**config.mk**
```make
export PLATFORM = sky130hd
export DESIGN_NAME = stall_control_flat
export DESIGN_NICKNAME = d
export VERILOG_FILES = /design/src/rtl/proc_pkg.sv /design/src/rtl/stall_control_if.sv /design/src/rtl/stall_control_hazard_decode.sv /design/src/rtl/stall_control.sv /design/src/flat_wrapper.sv
export SDC_FILE = /design/constraint.sdc
export NUM_CORES = 1
export LEC_CHECK = 0
export CORE_MARGIN = 1
export CORE_UTILIZATION = 30
export CTS_CLUSTER_DIAMETER = 30
export DETAILED_ROUTE_END_ITERATION = 7
export PLACE_DENSITY_LB_ADDON = 0.25
export RECOVER_POWER = 25
export REMOVE_ABC_BUFFERS = 1
export SYNTH_ARGS = -nofsm -noshare
export SYNTH_HDL_FRONTEND = slang
export SYNTH_SLANG_ARGS = --single-unit
export TNS_END_PERCENT = 50
```
**constraint.sdc**
```tcl
create_clock -name clock -period 3.3 [get_ports clock]
set_clock_uncertainty 0.1 [all_clocks]
set_input_delay 0.66 -clock clock [delete_from_list [all_inputs] [get_ports clock]]
set_output_delay 0.66 -clock clock [all_outputs]
set_load 0.05 [all_outputs]
```
**src/rtl/proc_pkg.sv**
```systemverilog
// Shared processor definitions: instruction field layout, opcodes,
// multdiv ALU codes and the interlock FSM state type.
package proc_pkg;

    localparam int unsigned INSTR_W   = 32;
    localparam int unsigned REG_W     = 5;

    // Field LSB positions: op=[31:27] rd=[26:22] rs=[21:17] rt=[16:12] aluop=[6:2]
    localparam int unsigned OP_LSB    = 27;
    localparam int unsigned RD_LSB    = 22;
    localparam int unsigned RS_LSB    = 17;
    localparam int unsigned RT_LSB    = 12;
    localparam int unsigned ALUOP_LSB = 2;

    localparam logic [REG_W-1:0] OP_ALU  = 5'd0;
    localparam logic [REG_W-1:0] OP_BNE  = 5'd2;
    localparam logic [REG_W-1:0] OP_JR   = 5'd4;
    localparam logic [REG_W-1:0] OP_ADDI = 5'd5;
    localparam logic [REG_W-1:0] OP_BLT  = 5'd6;
    localparam logic [REG_W-1:0] OP_SW   = 5'd7;
    localparam logic [REG_W-1:0] OP_LW   = 5'd8;

    localparam logic [REG_W-1:0] ALUOP_MUL = 5'd6;
    localparam logic [REG_W-1:0] ALUOP_DIV = 5'd7;

    localparam logic [INSTR_W-1:0] NOP = 32'b0;

    typedef enum logic {
        RUN     = 1'b0,
        MD_BUSY = 1'b1
    } mdState_t;

endpackage

```
**src/rtl/stall_control_if.sv**
```systemverilog
// Pipeline-to-interlock signal bundle. The pipeline (master) supplies the
// latched instructions and resolution/handshake inputs; the interlock (slave)
// returns latch enables, bubbles, flushes and multdiv control.
// STALL_COUNT_EN adds the stall_count field and its CNT_W parameter.
interface stall_control_if
`ifdef STALL_COUNT_EN
    #(parameter int unsigned CNT_W = 32)
`endif
    ;
    logic [31:0] FDIR;
    logic [31:0] DXIR;
    logic        branch_taken;
    logic        md_ready;
    logic        pc_we;
    logic        fd_we;
    logic        dx_we;
    logic        fd_flush;
    logic        dx_bubble;
    logic        xm_bubble;
    logic        md_start;
    logic        md_busy;
    logic        md_timeout;
`ifdef STALL_COUNT_EN
    logic [CNT_W-1:0] stall_count;

    modport master (
        output FDIR, DXIR, branch_taken, md_ready,
        input  pc_we, fd_we, dx_we, fd_flush, dx_bubble, xm_bubble,
        input  md_start, md_busy, md_timeout, stall_count
    );
    modport slave (
        input  FDIR, DXIR, branch_taken, md_ready,
        output pc_we, fd_we, dx_we, fd_flush, dx_bubble, xm_bubble,
        output md_start, md_busy, md_timeout, stall_count
    );
`else
    modport master (
        output FDIR, DXIR, branch_taken, md_ready,
        input  pc_we, fd_we, dx_we, fd_flush, dx_bubble, xm_bubble,
        input  md_start, md_busy, md_timeout
    );
    modport slave (
        input  FDIR, DXIR, branch_taken, md_ready,
        output pc_we, fd_we, dx_we, fd_flush, dx_bubble, xm_bubble,
        output md_start, md_busy, md_timeout
    );
`endif
endinterface

```
**src/rtl/stall_control_hazard_decode.sv**
```systemverilog
// Combinational hazard decode: load-use between the lw in D/X and the
// instruction in F/D, and detection of a mult/div in D/X.
module hazard_decode
    import proc_pkg::*;
(
    input  logic [INSTR_W-1:0] fdIr,
    input  logic [INSTR_W-1:0] dxIr,
    output logic               loadUse_c,
    output logic               dxIsMd_c
);

    logic [REG_W-1:0] fdOp, fdRd, fdRs, fdRt;
    logic [REG_W-1:0] dxOp, dxRd, dxAluOp;
    logic             useRd, useRs, useRt;
    logic             unusedBits;

    assign fdOp    = fdIr[OP_LSB    +: REG_W];
    assign fdRd    = fdIr[RD_LSB    +: REG_W];
    assign fdRs    = fdIr[RS_LSB    +: REG_W];
    assign fdRt    = fdIr[RT_LSB    +: REG_W];
    assign dxOp    = dxIr[OP_LSB    +: REG_W];
    assign dxRd    = dxIr[RD_LSB    +: REG_W];
    assign dxAluOp = dxIr[ALUOP_LSB +: REG_W];

    // Immediates, shamt and unused D/X source fields play no part here
    assign unusedBits = ^{fdIr[11:0], dxIr[21:7], dxIr[1:0]};

    // Register fields read by the F/D instruction; sw data (rd) is bypassed in memory
    always_comb begin
        useRd = 1'b0;
        useRs = 1'b0;
        useRt = 1'b0;
        case (fdOp)
            OP_ALU:               begin useRs = 1'b1; useRt = 1'b1; end
            OP_ADDI, OP_LW, OP_SW: useRs = 1'b1;
            OP_BNE, OP_BLT:       begin useRd = 1'b1; useRs = 1'b1; end
            OP_JR:                 useRd = 1'b1;
            default:               ;
        endcase
    end

    assign loadUse_c = (dxOp == OP_LW) && (dxRd != '0) &&
                       ((useRd && (fdRd == dxRd)) ||
                        (useRs && (fdRs == dxRd)) ||
                        (useRt && (fdRt == dxRd)));

    assign dxIsMd_c  = (dxOp == OP_ALU) &&
                       ((dxAluOp == ALUOP_MUL) || (dxAluOp == ALUOP_DIV));

endmodule

```
**src/rtl/stall_control.sv**
```systemverilog
// Pipeline interlock: stalls load-use hazards, waits on the multdiv unit and
// flushes wrong-path instructions on a taken branch in X.
// STALL_COUNT_EN enables the saturating stall_count output.
module stall_control
    import proc_pkg::*;
#(
`ifdef STALL_COUNT_EN
    parameter int unsigned CNT_W      = 32,
`endif
    parameter int unsigned MD_TIMEOUT = 40
) (
    input  logic            clock,
    input  logic            reset_n,
    stall_control_if.slave  bus
);

    localparam int unsigned WAIT_W = $clog2(MD_TIMEOUT);

    mdState_t          state, nextState;
    logic [WAIT_W-1:0] waitCnt;
    logic              timeoutFlag;
    logic              timeoutHit;
    logic              loadUse, dxIsMd;
    logic              pcWe, fdWe, dxWe;
    logic              fdFlush, dxBubble, xmBubble;
    logic              mdStart, mdBusy;

    hazard_decode uDecode (
        .fdIr      (bus.FDIR),
        .dxIr      (bus.DXIR),
        .loadUse_c (loadUse),
        .dxIsMd_c  (dxIsMd)
    );

    // FSM state register
    always_ff @(posedge clock or negedge reset_n) begin
        if (!reset_n) state <= RUN;
        else          state <= nextState;
    end

    // Next state and interlock controls; reset forces free-running, no-bubble outputs
    always_comb begin
        nextState  = state;
        pcWe       = 1'b1;
        fdWe       = 1'b1;
        dxWe       = 1'b1;
        fdFlush    = 1'b0;
        dxBubble   = 1'b0;
        xmBubble   = 1'b0;
        mdStart    = 1'b0;
        mdBusy     = 1'b0;
        timeoutHit = 1'b0;
        if (!reset_n) begin
            nextState = RUN;
        end else begin
            case (state)
                RUN: begin
                    if (bus.branch_taken) begin
                        fdFlush  = 1'b1;
                        dxBubble = 1'b1;
                    end else if (dxIsMd) begin
                        mdStart   = 1'b1;
                        pcWe      = 1'b0;
                        fdWe      = 1'b0;
                        dxWe      = 1'b0;
                        xmBubble  = 1'b1;
                        nextState = MD_BUSY;
                    end else if (loadUse) begin
                        pcWe     = 1'b0;
                        fdWe     = 1'b0;
                        dxBubble = 1'b1;
                    end
                end
                MD_BUSY: begin
                    mdBusy = 1'b1;
                    if (bus.md_ready) begin
                        nextState = RUN;
                    end else if (waitCnt == WAIT_W'(MD_TIMEOUT - 1)) begin
                        timeoutHit = 1'b1;
                        nextState  = RUN;
                    end else begin
                        pcWe     = 1'b0;
                        fdWe     = 1'b0;
                        dxWe     = 1'b0;
                        xmBubble = 1'b1;
                    end
                end
                default: nextState = RUN;
            endcase
        end
    end

    // Multdiv wait counter and sticky watchdog flag
    always_ff @(posedge clock or negedge reset_n) begin
        if (!reset_n) begin
            waitCnt     <= '0;
            timeoutFlag <= 1'b0;
        end else begin
            if ((state == MD_BUSY) && (nextState == MD_BUSY)) waitCnt <= waitCnt + WAIT_W'(1);
            else                                              waitCnt <= '0;
            if (timeoutHit) timeoutFlag <= 1'b1;
        end
    end

`ifdef STALL_COUNT_EN
    logic [CNT_W-1:0] stallCnt;

    // Saturating count of cycles with the PC held
    always_ff @(posedge clock or negedge reset_n) begin
        if (!reset_n)                     stallCnt <= '0;
        else if (!pcWe && (stallCnt != '1)) stallCnt <= stallCnt + CNT_W'(1);
    end

    assign bus.stall_count = stallCnt;
`endif

    assign bus.pc_we      = pcWe;
    assign bus.fd_we      = fdWe;
    assign bus.dx_we      = dxWe;
    assign bus.fd_flush   = fdFlush;
    assign bus.dx_bubble  = dxBubble;
    assign bus.xm_bubble  = xmBubble;
    assign bus.md_start   = mdStart;
    assign bus.md_busy    = mdBusy;
    assign bus.md_timeout = timeoutFlag;

endmodule

```
**src/flat_wrapper.sv**
```systemverilog
// flat-port wrapper written by rule: the top's interface ports become plain ports
module stall_control_flat import proc_pkg::*;
#(

    parameter int unsigned MD_TIMEOUT = 40
)
  (clock, reset_n, bus_FDIR, bus_DXIR, bus_branch_taken, bus_md_ready, bus_pc_we, bus_fd_we, bus_dx_we, bus_fd_flush, bus_dx_bubble, bus_xm_bubble, bus_md_start, bus_md_busy, bus_md_timeout);
  stall_control_if bus_i ();
  input  logic clock;
  input  logic reset_n;
  input wire logic [$bits(bus_i.FDIR)-1:0] bus_FDIR;
  input wire logic [$bits(bus_i.DXIR)-1:0] bus_DXIR;
  input wire logic [$bits(bus_i.branch_taken)-1:0] bus_branch_taken;
  input wire logic [$bits(bus_i.md_ready)-1:0] bus_md_ready;
  output wire logic [$bits(bus_i.pc_we)-1:0] bus_pc_we;
  output wire logic [$bits(bus_i.fd_we)-1:0] bus_fd_we;
  output wire logic [$bits(bus_i.dx_we)-1:0] bus_dx_we;
  output wire logic [$bits(bus_i.fd_flush)-1:0] bus_fd_flush;
  output wire logic [$bits(bus_i.dx_bubble)-1:0] bus_dx_bubble;
  output wire logic [$bits(bus_i.xm_bubble)-1:0] bus_xm_bubble;
  output wire logic [$bits(bus_i.md_start)-1:0] bus_md_start;
  output wire logic [$bits(bus_i.md_busy)-1:0] bus_md_busy;
  output wire logic [$bits(bus_i.md_timeout)-1:0] bus_md_timeout;
  assign bus_i.FDIR = bus_FDIR;
  assign bus_i.DXIR = bus_DXIR;
  assign bus_i.branch_taken = bus_branch_taken;
  assign bus_i.md_ready = bus_md_ready;
  assign bus_pc_we = bus_i.pc_we;
  assign bus_fd_we = bus_i.fd_we;
  assign bus_dx_we = bus_i.dx_we;
  assign bus_fd_flush = bus_i.fd_flush;
  assign bus_dx_bubble = bus_i.dx_bubble;
  assign bus_xm_bubble = bus_i.xm_bubble;
  assign bus_md_start = bus_i.md_start;
  assign bus_md_busy = bus_i.md_busy;
  assign bus_md_timeout = bus_i.md_timeout;
  stall_control #(.MD_TIMEOUT(MD_TIMEOUT)) u_core (.clock(clock), .reset_n(reset_n), .bus(bus_i));
endmodule
```
Word level (Yosys, flattened, before mapping):

Index checks and enable logic that the tools add are counted.

* register bits: 8
* logic and storage cells: 69
* input port bits: 68

* reduce and logical (&&, ||, !) cells: 15
* add/subtract/negate cells: 1
* muxes and demuxes: 36
* bitwise logic cells: 1
* eq/ne operators: 13

Operators with widths (number)
* 2-to-1 mux 1 bit: 32
* == test 5 x 3 -> 1 bit, second input constant: 6
* == test 5 bit: 3
* == test 5 x 4 -> 1 bit, second input constant: 2
* zero test 5 bit: 2
* logical AND 1 bit: 7
* adder 6 x 1 -> 6 bit, second input constant: 1
* == test 6 bit, second input constant: 1
* 2-to-1 mux 6 bit: 1
* case mux 1 bit (2 select lines): 3
* OR reduction 6 bit: 1
* == test 5 x 2 -> 1 bit, second input constant: 1
* nonzero test 5 bit: 1
* logical OR 1 bit: 3
* OR reduction 3 bit: 1
* NOT 1 bit: 1

Logic depth before layout (Yosys ltp):

Gate-level depths: netlist of the first run.

* depth after elaboration: 12
* gate-level depth with buffers: 7
* depth with buffers taken out: 6

Cells and area by module:

From an unflattened synthesis of the first run, not the netlist that was laid out.

* cell total of the unflattened synthesis: 77
* area total of the unflattened synthesis: 701.9 µm²

Modules (own cells, without submodules)
* stall_control: seq. area each 200.2 µm², instances 1, cells an instance 41, area an instance 431.7 µm²
* hazard_decode: seq. area each 0.0 µm², instances 1, cells an instance 36, area an instance 270.3 µm²

Worst setup path after synthesis of the first run:

No wires, ideal clock.

* path type: input to output
* start point: in bus_FDIR[28]
* end point: out bus_dx_bubble
* stages on the path: 5
* data required time: 2540 ps
* arrival: 2680 ps
* setup slack: -140 ps
* path through: or2_4 > nor4_1 > nor4b_2 > nor3_1 > o31ai_1

* cells in the longest elaborated chain, start to end: 12

RTL lines
* start: declaration: RTL line flat_wrapper.sv:11 `input wire logic [$bits(bus_i.FDIR)-1:0] bus_FDIR;`
* == test 5 x 2 -> 1 bit, or another cell as far along: RTL line stall_control_hazard_decode.sv:33 `case (fdOp)`
* OR reduction 6 bit (no line) / OR reduction 3 bit (equally long branches)
* 2-to-1 mux 1 bit: RTL line stall_control_hazard_decode.sv:33
* logical AND 1 bit (on tied branches): RTL line stall_control_hazard_decode.sv:44, stall_control_hazard_decode.sv:43
* logical OR 1 bit: RTL line stall_control_hazard_decode.sv:43 `((useRd && (fdRd == dxRd)) ||`
* logical OR 1 bit *: RTL line stall_control_hazard_decode.sv:44 `(useRs && (fdRs == dxRd)) ||`
* logical AND 1 bit *: RTL line stall_control_hazard_decode.sv:42 `assign loadUse_c = (dxOp == OP_LW) && (dxRd != '0) &&`
* 2-to-1 mux 1 bit *: RTL line stall_control.sv:68 `end else if (loadUse) begin`
* 2-to-1 mux 1 bit *: RTL line stall_control.sv:61 `end else if (dxIsMd) begin`
* 2-to-1 mux 1 bit *: RTL line stall_control.sv:58 `if (bus.branch_taken) begin`
* 2-to-1 mux 1 bit *: RTL line stall_control.sv:56 `case (state)`
* 2-to-1 mux 1 bit *: RTL line stall_control.sv:53 `if (!reset_n) begin`
* end: declaration: RTL line flat_wrapper.sv:19 `output wire logic [$bits(bus_i.dx_bubble)-1:0] bus_dx_bubble;`

Every way passes the cells marked *; elsewhere a longest branch is shown, timed or not.

Worst setup path after layout of the first run:

* start point: in bus_FDIR[31]
* end point: out bus_pc_we

* cells in the longest elaborated chain, start to end: 12

RTL lines
* == test 5 x 2 -> 1 bit, or another cell as far along: RTL line stall_control_hazard_decode.sv:33
* OR reduction 6 bit (no line) / OR reduction 3 bit (equally long branches)
* 2-to-1 mux 1 bit: RTL line stall_control_hazard_decode.sv:33
* logical AND 1 bit (on tied branches): RTL line stall_control_hazard_decode.sv:44, stall_control_hazard_decode.sv:43
* logical OR 1 bit: RTL line stall_control_hazard_decode.sv:43
* logical OR 1 bit *: RTL line stall_control_hazard_decode.sv:44
* logical AND 1 bit *: RTL line stall_control_hazard_decode.sv:42
* 2-to-1 mux 1 bit *: RTL line stall_control.sv:68
* 2-to-1 mux 1 bit *: RTL line stall_control.sv:61
* 2-to-1 mux 1 bit *: RTL line stall_control.sv:58
* case mux 1 bit (2 select lines) *: RTL line stall_control.sv:56
* 2-to-1 mux 1 bit *: RTL line stall_control.sv:53
* end: declaration: RTL line flat_wrapper.sv:15 `output wire logic [$bits(bus_i.pc_we)-1:0] bus_pc_we;`

Marked as above.

==> flow_summary.yaml, run 1 <==
outcome:
  outcome: "finished clean"
synthesis:
  avgSynthCellArea_um2: 8.73
  ys_seq_area_share_pct: 28.0
  yosys.cell_count.top_type: "xnor2_1"
  ys_async_sr_fraction_pct: 100
  synth_edf_count: 0
  synthTopCellsByArea: "dfrtp_1, xnor2_1, xor2_1"
  ys_seq_elements: 8
  netlist_top_cells_count: "xnor2_1, nor2_1, xor2_1"
  yosys_warnings: 0
  syn_inst: 82
  synth_area_um2: 716
  yosys.area.top_type: "dfrtp_1"
  synth_top_area_share_pct: 28.0
  synth_flop_cell: "dfrtp_1"
  synth.distinct_cells: 31
sta:
  finalCritPeriodShare_pct: 98.4
  setup_ws_ns: 0.0541
  setup_viol_count_final: 0
  finalSetupTns_ns: 0
  fmax_ghz: 0.308
  max-slew-margin-rel_pct: 67.2
  period_needed_ns: 3.25
  hold_viol: 0
  worst_slew_pin_slew_ns: 0.492
  slew_viol_final: 0
worst_setup_path:
  crit_required_ns: 2.54
  r2r-end: "u_core.state"
  cp_max_fo: 2
  r2r_slack_ns: 1.86
  reg2reg_from: "u_core.waitCnt[0]"
  reg2reg_depth: 5
  timing_worst_setup_path_type: "input port to output port"
  end_kind: "output port"
  cp-start-kind: "input port"
  cp.arrival_ns: 2.49
routing:
  drc: 0
  drt_wl_total_mm: 2.24
  final_antenna_net_count: 0
  num_vias: 817
  vias_per_cell: 4.78
  wire_per_inst_um: 13.1
  drt_iter0_markers: 17
  first_pass_iters: 4
clock_network:
  clk_latency_ns: 0.25
  numCtsBuffers: 3
  cts_buffer_depth: 2
  clock_sink_count: 8
  postCtsHoldBufs: 0
  cts_tree: "done"
  htree_levels: 1
  clockRootBuffer: "clkbuf_4"
  clk_pin_slew_ns: 0.05
layout:
  nets: 214
  fillers: 177
  syn_to_final_growth_pct: 107
  n_antenna_cell: 0
  drive_gt1_share_pct: 25.2
  multi_input_area_um2: 564
  seqCellArea_um2: 200
floorplan:
  core-area_mm2: 0.00223
  die_width_um: 50.8
  start_util_pct: 32.0
  dieHeight_um: 50.8
  rows: 17
  io-pin-count: 77
  die_area_mm2: 0.00258
global_route:
  grt_usage_pct: 17.2
  antenna_found_initial: 0
  grt_first_pass_wirelength_mm: 3.36
  grt_pass1_vias: 775
  grt-ovfl-total: 0
  grt_start_max_net_pins: 11
min_path:
  whs_path_depth: 1
  hold_end: "u_core.bus.md_timeout"
  hp-class: "flip-flop to flip-flop"
  min-delay-start: "u_core.bus.md_timeout"
placement:
  place_congestion: 0.773
  port-buffer-count: 46
  pre_cts_slack_ns: -0.166
  dpl.hpwl_mm: 1.73
power_and_ir_drop:
  vdd_ir_drop_max_uv: 145
  powerDensity_mw_per_mm2: 190
  p_leak_nw: 0.690
run:
  maxCapViolCount: 0
where the power goes:
group | internal [W] | switching, W
Sequential | 0.0000983 | 0.0000000162
Combinational | 0.0000662 | 0.0000450
Clock | 0.0000414 | 0.0000309
registers in the layout, indices dropped and copies added, names as in the netlist:
signal	flops
u_core.waitCnt	6
u_core.state	1
u_core.bus.md_timeout	1
how the worst max path moves through the flow:
stage / end / start / cells after the start
3_3_place_gp: bus_pc_we / bus_DXIR[25] / 7
6_report: bus_pc_we / bus_FDIR[31] / 7
5_1_grt: bus_dx_bubble / bus_FDIR[22] / 8
2_1_floorplan: bus_dx_bubble / bus_FDIR[28] / 5
3_5_place_dp: bus_pc_we / bus_DXIR[25] / 7
4_1_cts: bus_dx_bubble / bus_FDIR[28] / 9
layer usage:
metal / vias to the layer above / GRT usage, % / wire (µm)
met5: - / 0 / 0
met4: 0 / 8.33 / 62
met3: 6 / 2.98 / 188
met2: 34 / 27.3 / 1100
met1: 374 / 22.4 / 884
li1: 403 / - / -
cell families after synthesis:
kind of cell / share of synthesized area [%]
AND/OR/NAND/NOR: 31.1
XOR/XNOR: 23.3
AO/OA/AOI/OAI: 11.7
flip-flops: 28.0
buffers and inverters: 4.20
adder cells (fa/ha/maj): 1.75
cell type report:
class / instances / share of cell area (%)
Tap cell: 28 / 2.37
Clock buffer: 3 / 1.52
Timing Repair Buffer: 59 / 42.9
Inverter: 6 / 1.52
Multi-Input combinational cell: 67 / 38.1
Sequential cell: 8 / 13.5
per-stage QoR:
step | hold WS (ns) | utilization [%] | power [W] | cells | area [µm²]
6_report | 0.352 | 66.3 | 0.000282 | 171 | 1480
5_1_grt | 0.389 | 66.3 | 0.000298 | 171 | 1480
4_1_cts | 0.359 | 62.9 | 0.000282 | 170 | 1400
3_5_place_dp | 0.348 | 60.1 | 0.000202 | 166 | 1340
3_3_place_gp | 0.341 | 60.1 | 0.000201 | 166 | 1340
2_1_floorplan | 0.264 | - | 0.000130 | 81 | 708
cells in the final DEF, fill, tap and decap left out, types with 3 or more instances in the layout:
cell type        count
clkdlybuf4s50_1     25
buf_4               13
dlymetal6s2s_1      10
nor2_1               9
xnor2_1              9
dfrtp_1              8
inv_1                6
xor2_1               6
buf_12               6
nand2_1              5
nand4_1              3
o21ai_0              3
xor2_2               3
clkbuf_4             3
worst max-delay path: stages:
cell	delay, ns
clkdlybuf4s50_1	0.44
or3_4	0.38
nor4b_4	0.25
buf_4	0.15
nor4_1	0.05
or3_4	0.39
buf_12	0.16
repair_timing:
item | 4_1_cts | 5_1_grt
resized for setup | 8 | 17
endpoints found under the setup margin | 2 | 3
pin swaps | 4 | 8
setup buffers | 1 | 1
No activity file was read; power rests on OpenSTA's default activity.
==> inputs of run 2 (changes only) <==
--- a/config.mk
+++ b/config.mk
@@ -5,8 +5,10 @@
 export SDC_FILE = /design/constraint.sdc
 export NUM_CORES = 1
 export LEC_CHECK = 0
+export CELL_PAD_IN_SITES_DETAIL_PLACEMENT = 1
+export CELL_PAD_IN_SITES_GLOBAL_PLACEMENT = 1
 export CORE_MARGIN = 1
-export CORE_UTILIZATION = 30
+export CORE_UTILIZATION = 19
 export CTS_CLUSTER_DIAMETER = 30
 export DETAILED_ROUTE_END_ITERATION = 7
 export PLACE_DENSITY_LB_ADDON = 0.25
==> run 2 against run 1 <==
Effect of this change:
- final cell count increased by 11%
- combinational power about the same
- largest power group is now the clock network
- maximum frequency increased by 0.66%
- register-to-register slack got worse by 0.03 ns
- critical endpoint unchanged
- die area increased by 55%
- critical path type unchanged
==> flow_summary.yaml, run 2 (same netlist as run 1, synthesis figures left out) <==
sta:
  finalSetupTns_ns: 0
  slew_viol_final: 0
  worst_slew_pin_slew_ns: 0.499
  finalCritPeriodShare_pct: 97.7
  max-slew-margin-rel_pct: 66.4
  period_needed_ns: 3.22
  fmax_ghz: 0.310
  hold_viol: 0
  setup_viol_count_final: 0
  rsz0062_at_grt: "no"
power_and_ir_drop:
  powerDensity_mw_per_mm2: 213
  p_leak_nw: 0.689
  vdd_ir_drop_max_uv: 264
  p_total_w: 0.000327
global_route:
  grt-ovfl-total: 0
  grt_first_pass_wirelength_mm: 4.03
  grt_pass1_vias: 869
  grt_usage_pct: 13.0
  grt_start_max_net_pins: 11
  antenna_found_initial: 0
layout:
  nets: 215
  utilization_pct: 44.4
  syn_to_final_growth_pct: 115
  largest_register_ffs: 6
  final_cell_mix: "clkdlybuf4s50_1, buf_4, nor2_1"
  final_cell_area_mm2: 0.00154
  drive_gt1_share_pct: 27.1
  layout_commonest_cell: "clkdlybuf4s50_1"
  n_antenna_cell: 0
  top_register: "u_core.waitCnt"
worst_setup_path:
  timing_worst_setup_path_type: "input port to output port"
  cp_max_fo: 2
  crit_required_ns: 2.54
  cp.arrival_ns: 2.46
  cp-start-kind: "input port"
  end_kind: "output port"
floorplan:
  die_width_um: 63.4
  dieHeight_um: 63.4
  rows: 21
  core-area_mm2: 0.00347
  io-pin-count: 77
  die_area_mm2: 0.00402
  start_util_pct: 20.6
clock_network:
  htree_levels: 1
  postCtsHoldBufs: 0
  cts_buffer_depth: 2
  clockRootBuffer: "clkbuf_8"
  numCtsBuffers: 3
  cts_tree: "done"
  clk_latency_ns: 0.23
  cts_setup_buffers: 0
  clock_sink_count: 8
  clk_pin_slew_ns: 0.04
routing:
  num_vias: 825
  drt_iter0_markers: 9
  first_pass_iters: 4
  vias_per_cell: 4.34
  drt_wl_total_mm: 2.57
  final_antenna_net_count: 0
  wire_per_inst_um: 13.5
  drc: 0
placement:
  dpl.hpwl_mm: 2.05
  port-buffer-count: 46
  place_congestion: 0.750
  dpl_cell_area_mm2: 0.00140
outcome:
  outcome: "finished clean"
run:
  maxCapViolCount: 0
min_path:
  hp-class: "flip-flop to flip-flop"
==> run 2: changes by cell type in the layout (fill, tap and decap cells not counted), sizes merged <==
| cell | delta |
|---|---|
| buf | +1 |
| clkdlybuf4s50 | +2 |
| dlymetal6s2s | -2 |
==> run 2: power by group <==
group | internal, W | switching, W | total [W]
Combinational | 0.0000686 | 0.0000454 | 0.000114
Sequential | 0.0000986 | 0.0000000154 | 0.0000986
Clock | 0.0000788 | 0.0000360 | 0.000115
==> run 2: final cells by class <==
class                           count  area [µm²]
Clock buffer                        3        41.3
Fill cell                         400        1930
Sequential cell                     8         200
Inverter                            6        22.5
Timing Repair Buffer               60         647
Tap cell                           46        57.6
Multi-Input combinational cell     67         571
==> run 2: through the flow <==
step	setup slack [ns]	instances	hold WS, ns
finish	0.0755	190	0.354
global route	0.00570	190	0.382
CTS	0.00233	190	0.359
detailed placement	-0.184	187	0.351
global placement	-0.153	187	0.340
floorplan	-0.140	81	0.264
==> run 2: critical path: stages <==
cell and delay, ns:
clkdlybuf4s50_1 0.50, xnor2_2 0.12, nand4_1 0.12, nor4_2 0.28, buf_4 0.15, nor4_2 0.04
or3_4 0.43, buf_12 0.16
==> run 2: repair_timing <==
item	in CTS	in global routing
resized for setup	7	17
pin swaps	3	10
endpoints found under the setup margin	3	4
==> run 2: routing by layer <==
layer	up-vias	track usage (%)	share of wire, %
li1	406	-	-
met1	386	15.8	43
met2	27	21.0	50
met3	6	2.54	4.8
met4	0	7.39	2.5
met5	-	0	0
==> run 2: worst paths after layout <==
| path | startpoint | end | slack [ns] | depth (start not counted) |
|---|---|---|---|---|
| worst max-delay path | bus_FDIR[23] | bus_pc_we | 0.08 | 8 |
| worst min-delay path | u_core.waitCnt[0] | u_core.waitCnt[0] | 0.35 | 1 |
| worst max register to register | u_core.waitCnt[0] | u_core.waitCnt[5] | 1.83 | 4 |
| worst min register to register | u_core.waitCnt[0] | u_core.waitCnt[0] | 0.35 | 1 |
| max in group asynchronous | reset_n | u_core.waitCnt[1] | 1.86 | 2 |
| min in group asynchronous | reset_n | u_core.bus.md_timeout | 0.90 | 2 |
